[config.mk]
export PLATFORM = sky130hd
export DESIGN_NAME = rr_stream_arbiter
export DESIGN_NICKNAME = d
export VERILOG_FILES = /design/src/rtl/rr_stream_arbiter_pkg.sv /design/src/rtl/rr_stream_arbiter_pick_core.sv /design/src/rtl/rr_stream_arbiter.sv
export SDC_FILE = /design/constraint.sdc
export NUM_CORES = 1
export LEC_CHECK = 0
export CELL_PAD_IN_SITES_DETAIL_PLACEMENT = 1
export CELL_PAD_IN_SITES_GLOBAL_PLACEMENT = 1
export CORE_MARGIN = 3
export CORE_UTILIZATION = 30
export DETAILED_ROUTE_END_ITERATION = 8
export GPL_TIMING_DRIVEN = 0
export PLACE_DENSITY = 0.88
export REMOVE_ABC_BUFFERS = 1
export SLEW_MARGIN = 25
export SYNTH_ARGS = -nofsm -noshare
export SYNTH_HDL_FRONTEND = slang
export SYNTH_HIERARCHICAL = 1
export SYNTH_SLANG_ARGS = --single-unit
[constraint.sdc]
create_clock -name clk -period 6.6 [get_ports clk]
set_clock_uncertainty 0.15 [all_clocks]
set_input_delay 0.66 -clock clk [delete_from_list [all_inputs] [get_ports clk]]
set_output_delay 0.66 -clock clk [all_outputs]
set_load 0.02 [all_outputs]
[src/rtl/rr_stream_arbiter_pkg.sv]
// rtl/rr_stream_arbiter_pkg.sv - shared types, limits and winner search for rr_stream_arbiter
package rr_stream_arbiter_pkg;

  localparam int DEFAULT_NUM_SRC = 4;
  localparam int MAX_SRC         = 16;
  localparam int MAX_SRC_W       = 4;

  typedef enum logic {
    IDLE   = 1'b0,
    LOCKED = 1'b1
  } arb_state_t;

  typedef struct packed {
    logic                 found;
    logic [MAX_SRC_W-1:0] idx;
  } pick_t;

  // Requester closest after ptr (wrapping within num_src) wins.
  function automatic pick_t rr_pick(input logic [MAX_SRC-1:0]   req,
                                    input logic [MAX_SRC_W-1:0] ptr,
                                    input int                   num_src);
    pick_t res;
    int    best;
    int    d;
    res  = '0;
    best = MAX_SRC;
    for (int i = 0; i < MAX_SRC; i++) begin
      if (i < num_src && req[i]) begin
        d = i - int'(ptr) - 1;
        if (d < 0) d = d + num_src;
        if (d < best) begin
          best      = d;
          res.found = 1'b1;
          res.idx   = MAX_SRC_W'(i);
        end
      end
    end
    return res;
  endfunction

endpackage

[src/rtl/rr_stream_arbiter_pick_core.sv]
// rtl/rr_stream_arbiter_pick_core.sv - rotate, priority-encode and rotate back to find the next winner
module rr_pick_core
  import rr_stream_arbiter_pkg::*;
#(
  parameter  int NUM_SRC = DEFAULT_NUM_SRC,
  localparam int SRC_W   = $clog2(NUM_SRC)
) (
  input  logic [NUM_SRC-1:0] req,
  input  logic [SRC_W-1:0]   ptr,
  output logic               found,
  output logic [SRC_W-1:0]   winner
);

  logic [SRC_W:0]       sh;
  logic [MAX_SRC-1:0]   rot;
  pick_t                enc;
  logic [MAX_SRC_W:0]   sum;

  always_comb begin
    sh  = {1'b0, ptr} + (SRC_W+1)'(1);
    // Rotating by ptr+1 puts the highest-priority requester at bit 0.
    rot = MAX_SRC'(NUM_SRC'({req, req} >> sh));
    enc = rr_pick(rot, MAX_SRC_W'(NUM_SRC-1), NUM_SRC);
    sum = {1'b0, enc.idx} + (MAX_SRC_W+1)'(sh);
    if (sum >= (MAX_SRC_W+1)'(NUM_SRC)) sum = sum - (MAX_SRC_W+1)'(NUM_SRC);
    found  = enc.found;
    winner = sum[SRC_W-1:0];
  end

endmodule

[src/rtl/rr_stream_arbiter.sv]
// rtl/rr_stream_arbiter.sv - packet-granular round-robin merge of NUM_SRC streams into one registered stream
module rr_stream_arbiter
  import rr_stream_arbiter_pkg::*;
#(
  parameter  int NUM_SRC    = DEFAULT_NUM_SRC,
  parameter  int WORD_WIDTH = 8,
  localparam int SRC_W      = $clog2(NUM_SRC)
) (
  input  logic                                 clk,
  input  logic                                 rstn,
  input  logic [NUM_SRC-1:0]                   s_valid,
  output logic [NUM_SRC-1:0]                   s_ready,
  input  logic [NUM_SRC-1:0][WORD_WIDTH-1:0]   s_data,
  input  logic [NUM_SRC-1:0]                   s_last,
  output logic                                 m_valid,
  input  logic                                 m_ready,
  output logic [WORD_WIDTH-1:0]                m_data,
  output logic                                 m_last,
  output logic [SRC_W-1:0]                     m_src
);

  arb_state_t            state_q, state_d;
  logic [SRC_W-1:0]      ptr_q, ptr_d;
  logic [SRC_W-1:0]      gnt_q, gnt_d;
  logic                  m_valid_q, m_valid_d;
  logic [WORD_WIDTH-1:0] m_data_q, m_data_d;
  logic                  m_last_q, m_last_d;
  logic [SRC_W-1:0]      m_src_q, m_src_d;

  logic                  pick_found;
  logic [SRC_W-1:0]      pick_idx;
  logic                  can_acc;
  logic                  sel_ok;
  logic                  accept;
  logic [SRC_W-1:0]      sel;

  rr_pick_core #(.NUM_SRC(NUM_SRC)) u_pick (
    .req    (s_valid),
    .ptr    (ptr_q),
    .found  (pick_found),
    .winner (pick_idx)
  );

  always_comb begin
    state_d   = state_q;
    ptr_d     = ptr_q;
    gnt_d     = gnt_q;
    m_valid_d = m_valid_q;
    m_data_d  = m_data_q;
    m_last_d  = m_last_q;
    m_src_d   = m_src_q;

    can_acc = m_ready | ~m_valid_q;
    // A locked grant is offered ready even while its source is idle mid-packet.
    sel     = (state_q == LOCKED) ? gnt_q : pick_idx;
    sel_ok  = (state_q == LOCKED) | pick_found;
    s_ready      = '0;
    s_ready[sel] = sel_ok & can_acc;
    accept  = sel_ok & can_acc & s_valid[sel];

    if (accept) begin
      m_valid_d = 1'b1;
      m_data_d  = s_data[sel];
      m_last_d  = s_last[sel];
      m_src_d   = sel;
      if (s_last[sel]) begin
        state_d = IDLE;
        ptr_d   = sel;
      end else begin
        state_d = LOCKED;
        gnt_d   = sel;
      end
    end else if (m_ready) begin
      m_valid_d = 1'b0;
    end
  end

  always_ff @(posedge clk or negedge rstn) begin
    if (!rstn) begin
      state_q   <= IDLE;
      ptr_q     <= SRC_W'(NUM_SRC-1);
      gnt_q     <= '0;
      m_valid_q <= 1'b0;
      m_data_q  <= '0;
      m_last_q  <= 1'b0;
      m_src_q   <= '0;
    end else begin
      state_q   <= state_d;
      ptr_q     <= ptr_d;
      gnt_q     <= gnt_d;
      m_valid_q <= m_valid_d;
      m_data_q  <= m_data_d;
      m_last_q  <= m_last_d;
      m_src_q   <= m_src_d;
    end
  end

  assign m_valid = m_valid_q;
  assign m_data  = m_data_q;
  assign m_last  = m_last_q;
  assign m_src   = m_src_q;

endmodule
## Word level (Yosys, flattened, before mapping)

Index checks and enable logic that the tools add are counted.

| word-level totals | value |
|---|---|
| logic and storage cells | 60 |
| flip-flop bits (word level) | 17 |
| output and inout bits | 16 |
| bits of input ports | 43 |

| operators by class | value |
|---|---|
| mux-type cells | 31 |
| reduce and logical (&&, ||, !) cells | 4 |
| magnitude comparators | 7 |
| bitwise operators | 7 |
| $add $sub $neg | 3 |
| shift operators | 1 |

Operators with widths:

| operator | count |
|---|---|
| 32-bit 2-to-1 mux | 10 |
| 32-bit < comparator | 3 |
| 5-bit 2-to-1 mux | 8 |
| 32-bit by 6-bit < comparator with 1-bit output, second input constant | 1 |
| 8-bit binary-select mux with 2-bit select | 1 |
| 8-bit 2-to-1 mux | 1 |
| 8-bit by 3-bit >> shifter with 4-bit output | 1 |
| 1-bit 2-to-1 mux | 6 |
| 4-bit by 3-bit adder with 5-bit output | 1 |
| 5-bit by 3-bit >= comparator with 1-bit output, second input constant | 1 |
| 4-bit bitwise AND | 1 |
| 1-bit binary-select mux with 2-bit select | 2 |
| 2-bit 2-to-1 mux | 2 |
| 2-bit AND reduction | 2 |
| 2-bit by 1-bit adder with 3-bit output, second input constant | 1 |
| 2-bit by 3-bit < comparator with 1-bit output, second input constant | 1 |
| 1-bit bitwise AND | 2 |
| 1-bit demux with 2-bit select | 1 |
| 2-bit by 1-bit >= comparator with 1-bit output, second input constant | 1 |
| 1-bit inverter | 2 |
| 1-bit bitwise OR | 2 |
| 2-bit nonzero test | 1 |
| 2-bit by 1-bit subtractor with 2-bit output, second input constant | 1 |
| 1-bit logical AND | 1 |

## Depth between registers and ports, before layout

Gate-level depths: netlist of the first run.

| depth | value |
|---|---|
| depth after elaboration | 24 |
| mapped depth | 14 |
| mapped depth without buffers | 12 |

## Hierarchy

Netlist of the first run, hierarchy kept.

By module, submodules not included:

| module | instances | cells an instance | sequential area each (µm²) | area each (µm²) |
|---|---|---|---|---|
| rr_stream_arbiter | 1 | 124 | 427.9 | 1118.6 |
| rr_pick_core | 1 | 29 | 0.0 | 201.4 |

## Worst setup path after synthesis of the first run

OpenSTA, ideal clock, no wires.

| timing path | value |
|---|---|
| path kind | input port to output port |
| start | input port s_valid[0] |
| end | output port s_ready[0] |
| cell stages on the path | 12 |
| required time | 5.790 ns |
| slack | 2.883 ns |
| path buffers | 3 |
| arrival | 2.907 ns |
| cells stage by stage | buf_2 nor2b_1 a21oi_1 o211ai_1 o21ai_0 ha_1 xor2_1 xnor2_1 mux2_4 buf_2 clkbuf_1 nor3_1 |

| on the way | value |
|---|---|
| word-level cells in the longest chain between the ends | 20 |
| elaborated cells between the ends (all ways) | 29 |

RTL lines:

| item | line | RTL |
|---|---|---|
| from (decl) | rr_stream_arbiter.sv:11 | `input logic [NUM_SRC-1:0] s_valid,` |
| 8-bit by 3-bit >> shifter with 4-bit output (*) | rr_stream_arbiter_pick_core.sv:22 | `rot = MAX_SRC'(NUM_SRC'({req, req} >> sh));` |
| 32-bit 2-to-1 mux | rr_stream_arbiter_pkg.sv:28 | `if (i < num_src && req[i]) begin` |
| 32-bit < comparator | rr_stream_arbiter_pkg.sv:31 | `if (d < best) begin` |
| 32-bit 2-to-1 mux | rr_stream_arbiter_pkg.sv:31 |  |
| 32-bit 2-to-1 mux | rr_stream_arbiter_pkg.sv:28 |  |
| 32-bit < comparator | rr_stream_arbiter_pkg.sv:31 |  |
| 32-bit 2-to-1 mux | rr_stream_arbiter_pkg.sv:31 |  |
| 32-bit 2-to-1 mux | rr_stream_arbiter_pkg.sv:28 |  |
| [5 not listed] | - |  |
| 2-bit 2-to-1 mux (*) | rr_stream_arbiter_pick_core.sv:25 | `if (sum >= (MAX_SRC_W+1)'(NUM_SRC)) sum = sum - (MAX_SRC_W+1)'(NUM_SRC);` |
| named net pick_idx[1] | rr_stream_arbiter.sv:31 | `logic [SRC_W-1:0] pick_idx;` |
| 2-bit 2-to-1 mux (*) | rr_stream_arbiter.sv:55 | `sel = (state_q == LOCKED) ? gnt_q : pick_idx;` |
| 2-bit by 3-bit < comparator with 1-bit output (not written as such) or 2-bit by 1-bit >= comparator with 1-bit output (tied branches) | rr_stream_arbiter.sv:58 | `s_ready[sel] = sel_ok & can_acc;` |
| 1-bit logical AND (not written as such) | rr_stream_arbiter.sv:58 |  |
| 1-bit 2-to-1 mux (not written as such) | rr_stream_arbiter.sv:58 |  |
| 1-bit demux with 2-bit select (*) | rr_stream_arbiter.sv:58 |  |
| 4-bit bitwise AND (no line) (*) | - |  |
| to (decl) | rr_stream_arbiter.sv:12 | `output logic [NUM_SRC-1:0] s_ready,` |

Mark *: on every way through the listed nets, which the timed path passes. The rest lies on a longest branch.

## Final worst setup path of the first run

| timing path | value |
|---|---|
| start | input port s_valid[1] |
| end | output port s_ready[3] |

The elaborated chain is that of the path after synthesis.

==> results.yml, run 1 <==
outcome:
  outcome: "finished clean"
setup_path:
  worst_r2r_endpoint: "ptr_q[0]"
  launching_element_type_of_the_critical_path: "input port"
  critical_path_peak_fanout: 15
  r2r-start: "ptr_q[1]"
  worst-r2r-cell-count: 12
  worst_ep_required_time_ns: 5.79
  timing_worst_setup_path_type: "input port to output pin"
  data_arrival_time_of_the_critical_path_ns: 4.05
  worstSetupEndpointType: "output pin"
  setup.worst_path.start: "s_valid[1]"
  r2r_slack_ns: 2.90
timing:
  hold_viol_final: 0
  finalMaxSlewViolations: 0
  fin_crit_sh_pct: 73.6
  timing_worst_slew_pin_value_ns: 0.804
  fin_tns_setup_ns: 0
  worst_slew_margin_rel_pct: 46.3
  final.min_clock_period_ns: 4.86
  finalSetupViolations: 0
  grt_setup_unrepaired: "no"
  achievable-frequency_ghz: 0.206
logic_synthesis:
  dominantRegCellSynth: "sky130_fd_sc_hd__dfrtp_1"
  synth_simple_gate_area_share_pct: 30.0
  synth_compound_gate_area_share_pct: 14.3
  synth.top_cells.by_count: "40 x sky130_fd_sc_hd__nand2_1, 15 x sky130_fd_sc_hd__dfrtp_1, 9 x sky130_fd_sc_hd__mux2_2"
  post-synth-top-area-cell: "sky130_fd_sc_hd__dfrtp_1"
  number_of_standard_cells_after_synthesis: 153
  synth.ff_latch_count: 17
  netlist_area_sq_um: 1320
  synth_area_in_adders_pct: 0.948
  syn-mean-instance-area_sq_um: 8.63
  postSynth.asyncResetShare_pct: 100
  yosysTopAreaCellShare_pct: 28.4
  synth_top_family_by_area: "simple AND/OR/NAND/NOR gates"
  synth_area_leaders: "sky130_fd_sc_hd__dfrtp_1 28%, sky130_fd_sc_hd__nand2_1 11%, sky130_fd_sc_hd__mux2_2 7.7%, sky130_fd_sc_hd__dfstp_2 4.0%, sky130_fd_sc_hd__a31oi_1 3.8%"
  synth_cell_types: 43
  ys_seq_area_share_pct: 32.4
  synth.mux.area_fraction_pct: 15.0
  number_of_enable_type_register_cells_in_the_synthesized_netlist: 0
  synthesis.yosys.warnings: 6
  synthMostInstantiatedCell: "sky130_fd_sc_hd__nand2_1"
  post_synth_xor_area_fraction_pct: 1.33
floorplanning:
  die_width_microns: 72.3
  fp.coreArea_sq_um: 4120
  num_io_pins: 59
  die-area_sq_um: 5230
  die_h_microns: 72.3
  initial_core_utilization_pct: 32.1
  rows: 23
job:
  max_cap_violations: 0
final_layout:
  antennaDiodeCount: 0
  sequential_cell_area_sq_um: 428
  layout.core_utilization_pct: 47.6
  multi_input_area_sq_um: 817
  post_route_cells_drive_above_1_share_pct: 12.1
  area_growth_pct: 48.4
  num-fill-cells: 476
  fin_nets: 252
power:
  static-leakage-power_nw: 0.832
  peakVddDrop_mv: 0.215
  power.density_nw_per_um2: 564
  design_power_total_mw: 1.11
placed_design:
  detailed_place_hpwl_mm: 2.93
  globalplace.congestion: 0.795
  io_buffers: 58
global_routing:
  grt_max_degree: 23
  grt.total_usage_pct: 15.0
  grt_remaining_overflow: 0
  antenna_found_initial: 0
  grt_first_pass_wirelength_mm: 6.22
  number_of_global_route_vias_before_repair: 1346
clock_network:
  post_cts_buffers: 0
  cts_root_buffer: "sky130_fd_sc_hd__clkbuf_8"
  cts.reportedPaths.clkPinSlew_ns: 0.06
  insertion_delay_ns: 0.25
  cts_resized: 0
  cts_tree: "yes"
  cts_made_buffers: 3
  cts_hold_repair.buffers: 0
  clk_path_buf_depth: 2
  cts_htree_levels: 1
  cts_sinks: 17
drt:
  final_antenna_net_count: 0
  drt_drc_violations_left: 0
  routed_wirelength_mm: 3.80
  vias: 1313
  drtPass1Iterations: 4
  wl_per_cell_microns: 14.8
  drt_iter0_markers: 66
  routed_via_density: 5.11
min_path:
  min_path_type: "flop to flop"
  hold_path_end: "m_valid"
  hold_depth: 2
  worstHoldStart: "m_valid"
==> kinds of logic after synthesis <==
family                     after synthesis
and+or+nand+nor                         74
DFF                                     17
xor gates and xnor gates                 2
muxes                                   17
adders and majority gates                1
AOI/OAI and AO/OA                       28
buffers and inverters                   14
==> through the flow <==
step           hold WS [ns]  instance area, sq um  std cells  worst slack, ns
6_report              0.346                  1960        257             1.74
5_1_grt               0.381                  1960        257             1.52
4_1_cts               0.353                  1960        257             1.76
3_5_place_dp          0.336                  1910        253             1.79
3_3_place_gp          0.322                  1900        252             1.49
2_1_floorplan         0.214                  1260        144             3.04
==> layout by cell type (no fill, tap or decap), types with 2 or more instances in the layout <==
cell type,n
sky130_fd_sc_hd__mux2_2,9
sky130_fd_sc_hd__dfstp_2,2
sky130_fd_sc_hd__nor3_1,6
sky130_fd_sc_hd__a31oi_1,8
sky130_fd_sc_hd__mux2i_1,3
sky130_fd_sc_hd__inv_1,5
sky130_fd_sc_hd__nor3b_1,3
sky130_fd_sc_hd__clkdlybuf4s50_1,58
sky130_fd_sc_hd__nor2b_1,3
sky130_fd_sc_hd__a21oi_1,2
sky130_fd_sc_hd__o21ai_0,8
sky130_fd_sc_hd__clkbuf_8,3
sky130_fd_sc_hd__nand2_1,40
sky130_fd_sc_hd__mux2_4,3
sky130_fd_sc_hd__and3_1,8
sky130_fd_sc_hd__nand2b_1,3
sky130_fd_sc_hd__dfrtp_1,15
==> area by class of cell <==
| class | count | area share (%) |
|---|---|---|
| clock buffers | 4 | 2.30 |
| inverters | 5 | 0.958 |
| multi-input cells | 122 | 41.7 |
| flip-flops and latches | 17 | 21.8 |
| well taps | 50 | 3.19 |
| repair buffers | 59 | 30.0 |
==> worst max-delay path by stage <==
| stage | endpoint | depth (start not counted) |
|---|---|---|
| final | s_ready[3] | 12 |
| after global routing | s_ready[3] | 12 |
| after CTS | s_ready[3] | 12 |
| after detailed placement | s_ready[3] | 12 |
| after global placement | s_ready[3] | 11 |
| after floorplan | s_ready[2] | 9 |
==> power by group <==
part | total [mW] | internal (mW) | switching (mW)
sequential | 0.219 | 0.168 | 0.0507
clock | 0.0767 | 0.0428 | 0.0339
combinational | 0.810 | 0.385 | 0.424
==> sequential cells by signal (all words and copies together), names as in the netlist <==
signal   count
m_data       8
gnt_q        2
m_src        2
ptr_q        2
m_last       1
m_valid      1
state_q      1
==> critical path, stage by stage <==
cell	delay [ns]
sky130_fd_sc_hd__clkdlybuf4s50_1	0.67
sky130_fd_sc_hd__nor2b_1	0.18
sky130_fd_sc_hd__a21oi_1	0.05
sky130_fd_sc_hd__o211ai_1	0.16
sky130_fd_sc_hd__o21ai_0	0.12
sky130_fd_sc_hd__ha_1	0.20
sky130_fd_sc_hd__xor2_1	0.15
sky130_fd_sc_hd__xnor2_1	0.49
sky130_fd_sc_hd__mux2i_2	0.24
sky130_fd_sc_hd__buf_4	0.25
sky130_fd_sc_hd__nor3_1	0.21
sky130_fd_sc_hd__clkdlybuf4s50_1	0.64
==> layer usage <==
layer	wire length, microns	GRT usage (%)	vias up
li1	-	-	646
met1	1640	17.6	633
met2	1950	27.7	32
met3	199	4.29	2
met4	10	1.88	0
met5	0	0	-
(Power assumes the default switching activity.)
==> run 2: changes to the inputs <==
Clock period 6.6 ns to 4.7 ns, I/O delays scaled along.
==> results.yml, run 2 (synthesis results as in run 1) <==
outcome:
  outcome: "finished clean"
global_routing:
  number_of_global_route_vias_before_repair: 1346
  antenna_found_initial: 0
  grt_first_pass_wirelength_mm: 6.22
  grt.total_usage_pct: 15.0
  grt_max_degree: 23
  grt_remaining_overflow: 0
setup_path:
  worst-r2r-cell-count: 12
  r2r-start: "ptr_q[1]"
  timing.critical_path.cells: "clkdlybuf4s50_1 -> nor2b_1 -> a21oi_1 -> o211ai_1 -> o21ai_0 -> ha_1 -> xor2_1 -> xnor2_2 -> mux2i_2 -> buf_4 -> nor3_1 -> clkdlybuf4s50_1"
  data_arrival_time_of_the_critical_path_ns: 3.66
  r2r_slack_ns: 1.16
  worst_ep_required_time_ns: 4.08
  critical_path_peak_fanout: 15
  crit_path_top_delay_cell: "sky130_fd_sc_hd__clkdlybuf4s50_1"
  worst_path_largest_cell_delay_ns: 0.67
  crit_path_frequent_cell: "sky130_fd_sc_hd__clkdlybuf4s50_1"
  launching_element_type_of_the_critical_path: "input port"
  timing_worst_setup_path_type: "input port to output pin"
  worst_r2r_endpoint: "ptr_q[1]"
  worstSetupEndpointType: "output pin"
timing:
  achievable-frequency_ghz: 0.233
  hold_viol_final: 0
  grt_setup_unrepaired: "no"
  timing_worst_slew_pin_value_ns: 0.793
  worst_slew_margin_rel_pct: 47.0
  finalMaxSlewViolations: 0
  finalSetupViolations: 0
  final.min_clock_period_ns: 4.28
  fin_crit_sh_pct: 91.1
drt:
  vias: 1315
  route.met2.wl_mm: 1.98
  drt_iter0_markers: 69
  route.met3.wl_microns: 199
  top_signal_layer_used: "met4"
  wl_per_cell_microns: 15.0
  drt_drc_violations_left: 0
  routed_via_density: 5.12
  final_antenna_net_count: 0
  drtPass1Iterations: 4
  routed_wirelength_mm: 3.85
  met1_length_mm: 1.66
floorplanning:
  die_h_microns: 72.3
  initial_core_utilization_pct: 32.1
  num_io_pins: 59
  die_width_microns: 72.3
  die-area_sq_um: 5230
  fp.coreArea_sq_um: 4120
  rows: 23
clock_network:
  cts_htree_levels: 1
  insertion_delay_ns: 0.25
  clk_path_buf_depth: 2
  post_cts_buffers: 0
  cts_hold_repair.buffers: 0
  cts_sinks: 17
  cts_made_buffers: 3
  cts_tree: "yes"
  cts_root_buffer: "sky130_fd_sc_hd__clkbuf_8"
  cts.reportedPaths.clkPinSlew_ns: 0.06
power:
  p_switching_mw: 0.721
  static-leakage-power_nw: 0.836
  seq_power_share_pct: 19.7
  power.combinational.fraction_pct: 73.4
  power_report.internal_total_mw: 0.844
  power.share.clock_pct: 6.9
  power.switching_fraction_pct: 46.1
  peakVddDrop_mv: 0.309
  power.density_nw_per_um2: 795
min_path:
  worstHoldStart: "m_valid"
  hold_path_end: "m_valid"
  min_path_type: "flop to flop"
  hold_depth: 2
final_layout:
  area_growth_pct: 49.0
  antennaDiodeCount: 0
  layout_commonest_cell: "sky130_fd_sc_hd__clkdlybuf4s50_1"
  fin_nets: 252
  layout.cells.most_common_list: "58 x sky130_fd_sc_hd__clkdlybuf4s50_1, 40 x sky130_fd_sc_hd__nand2_1, 15 x sky130_fd_sc_hd__dfrtp_1, 9 x sky130_fd_sc_hd__mux2_2"
  layout.core_utilization_pct: 47.8
  post_route_cells_drive_above_1_share_pct: 12.6
  number_of_flip_flops_under_the_largest_register_name: 8
  num-fill-cells: 476
  final_cell_count_no_fill: 257
placed_design:
  dp.cells: 253
  globalplace.congestion: 0.795
  io_buffers: 58
  detailed_place_hpwl_mm: 2.93
job:
  max_cap_violations: 0
[run 2: cell counts in the layout (fill, tap and decap cells not counted)]
Identical to the previous run, type by type.
[run 2: how the worst max path moves through the flow]
stage	end	cells after the start	slack (ns)	startpoint
final	s_ready[3]	12	0.42	s_valid[1]
after global routing	s_ready[3]	12	0.22	s_valid[1]
after CTS	s_ready[3]	12	0.24	s_valid[1]
after floorplan	s_ready[2]	9	1.43	ptr_q[1]
after global placement	s_ready[3]	11	-0.03	s_valid[1]
after detailed placement	s_ready[3]	12	0.27	s_valid[1]
[run 2: area by class of cell]
type	count	area [sq um]	share of cell area, %
timing repair buffer	59	588	29.9
clock buffer	4	45.0	2.29
multi-input combinational	122	825	41.9
sequential	17	428	21.8
inverter	5	18.8	0.954
tap	50	62.6	3.18
[run 2: layer usage]
layer	up-vias	track usage, %
met1	636	17.6
met3	2	4.29
li1	645	-
met4	0	1.88
met2	32	27.7
met5	-	0
[run 2: critical path, delay by kind of cell]
family / cells / cell delay [ns]
buffers and inverters: 3 / 1.54
adder cells (fa/ha/maj): 1 / 0.21
multiplexers: 1 / 0.20
AND/OR/NAND/NOR: 2 / 0.39
AO/OA/AOI/OAI: 3 / 0.34
XOR/XNOR: 2 / 0.51
[run 2: repair_timing]
action / in CTS / in global routing
endpoints found under the setup margin: 0 / 1
endpoints found under the hold margin: 0 / 0
gates resized for setup: 0 / 1
[run 2: stage by stage]
stage               worst slack [ns]  hold WS, ns  cell area, sq um  TNS, ns  total power [mW]
floorplan                       1.43       0.0244              1260        0              1.06
global placement             -0.0289        0.322              1900  -0.0578              1.40
finish                         0.416        0.345              1970        0              1.56
CTS                            0.238        0.353              1960        0              1.58
global route                   0.218        0.381              1970        0              1.71
detailed placement             0.270        0.336              1910        0              1.46
[run 2: power groups by stage]
stage                     Clock (mW)  Combinational (mW)  Sequential, mW
after floorplan                    0               0.702           0.357
after global placement             0                1.10           0.302
after detailed placement           0                1.15           0.310
after CTS                      0.113                1.16           0.308
after global routing           0.119                1.27           0.322
final                          0.108                1.15           0.308
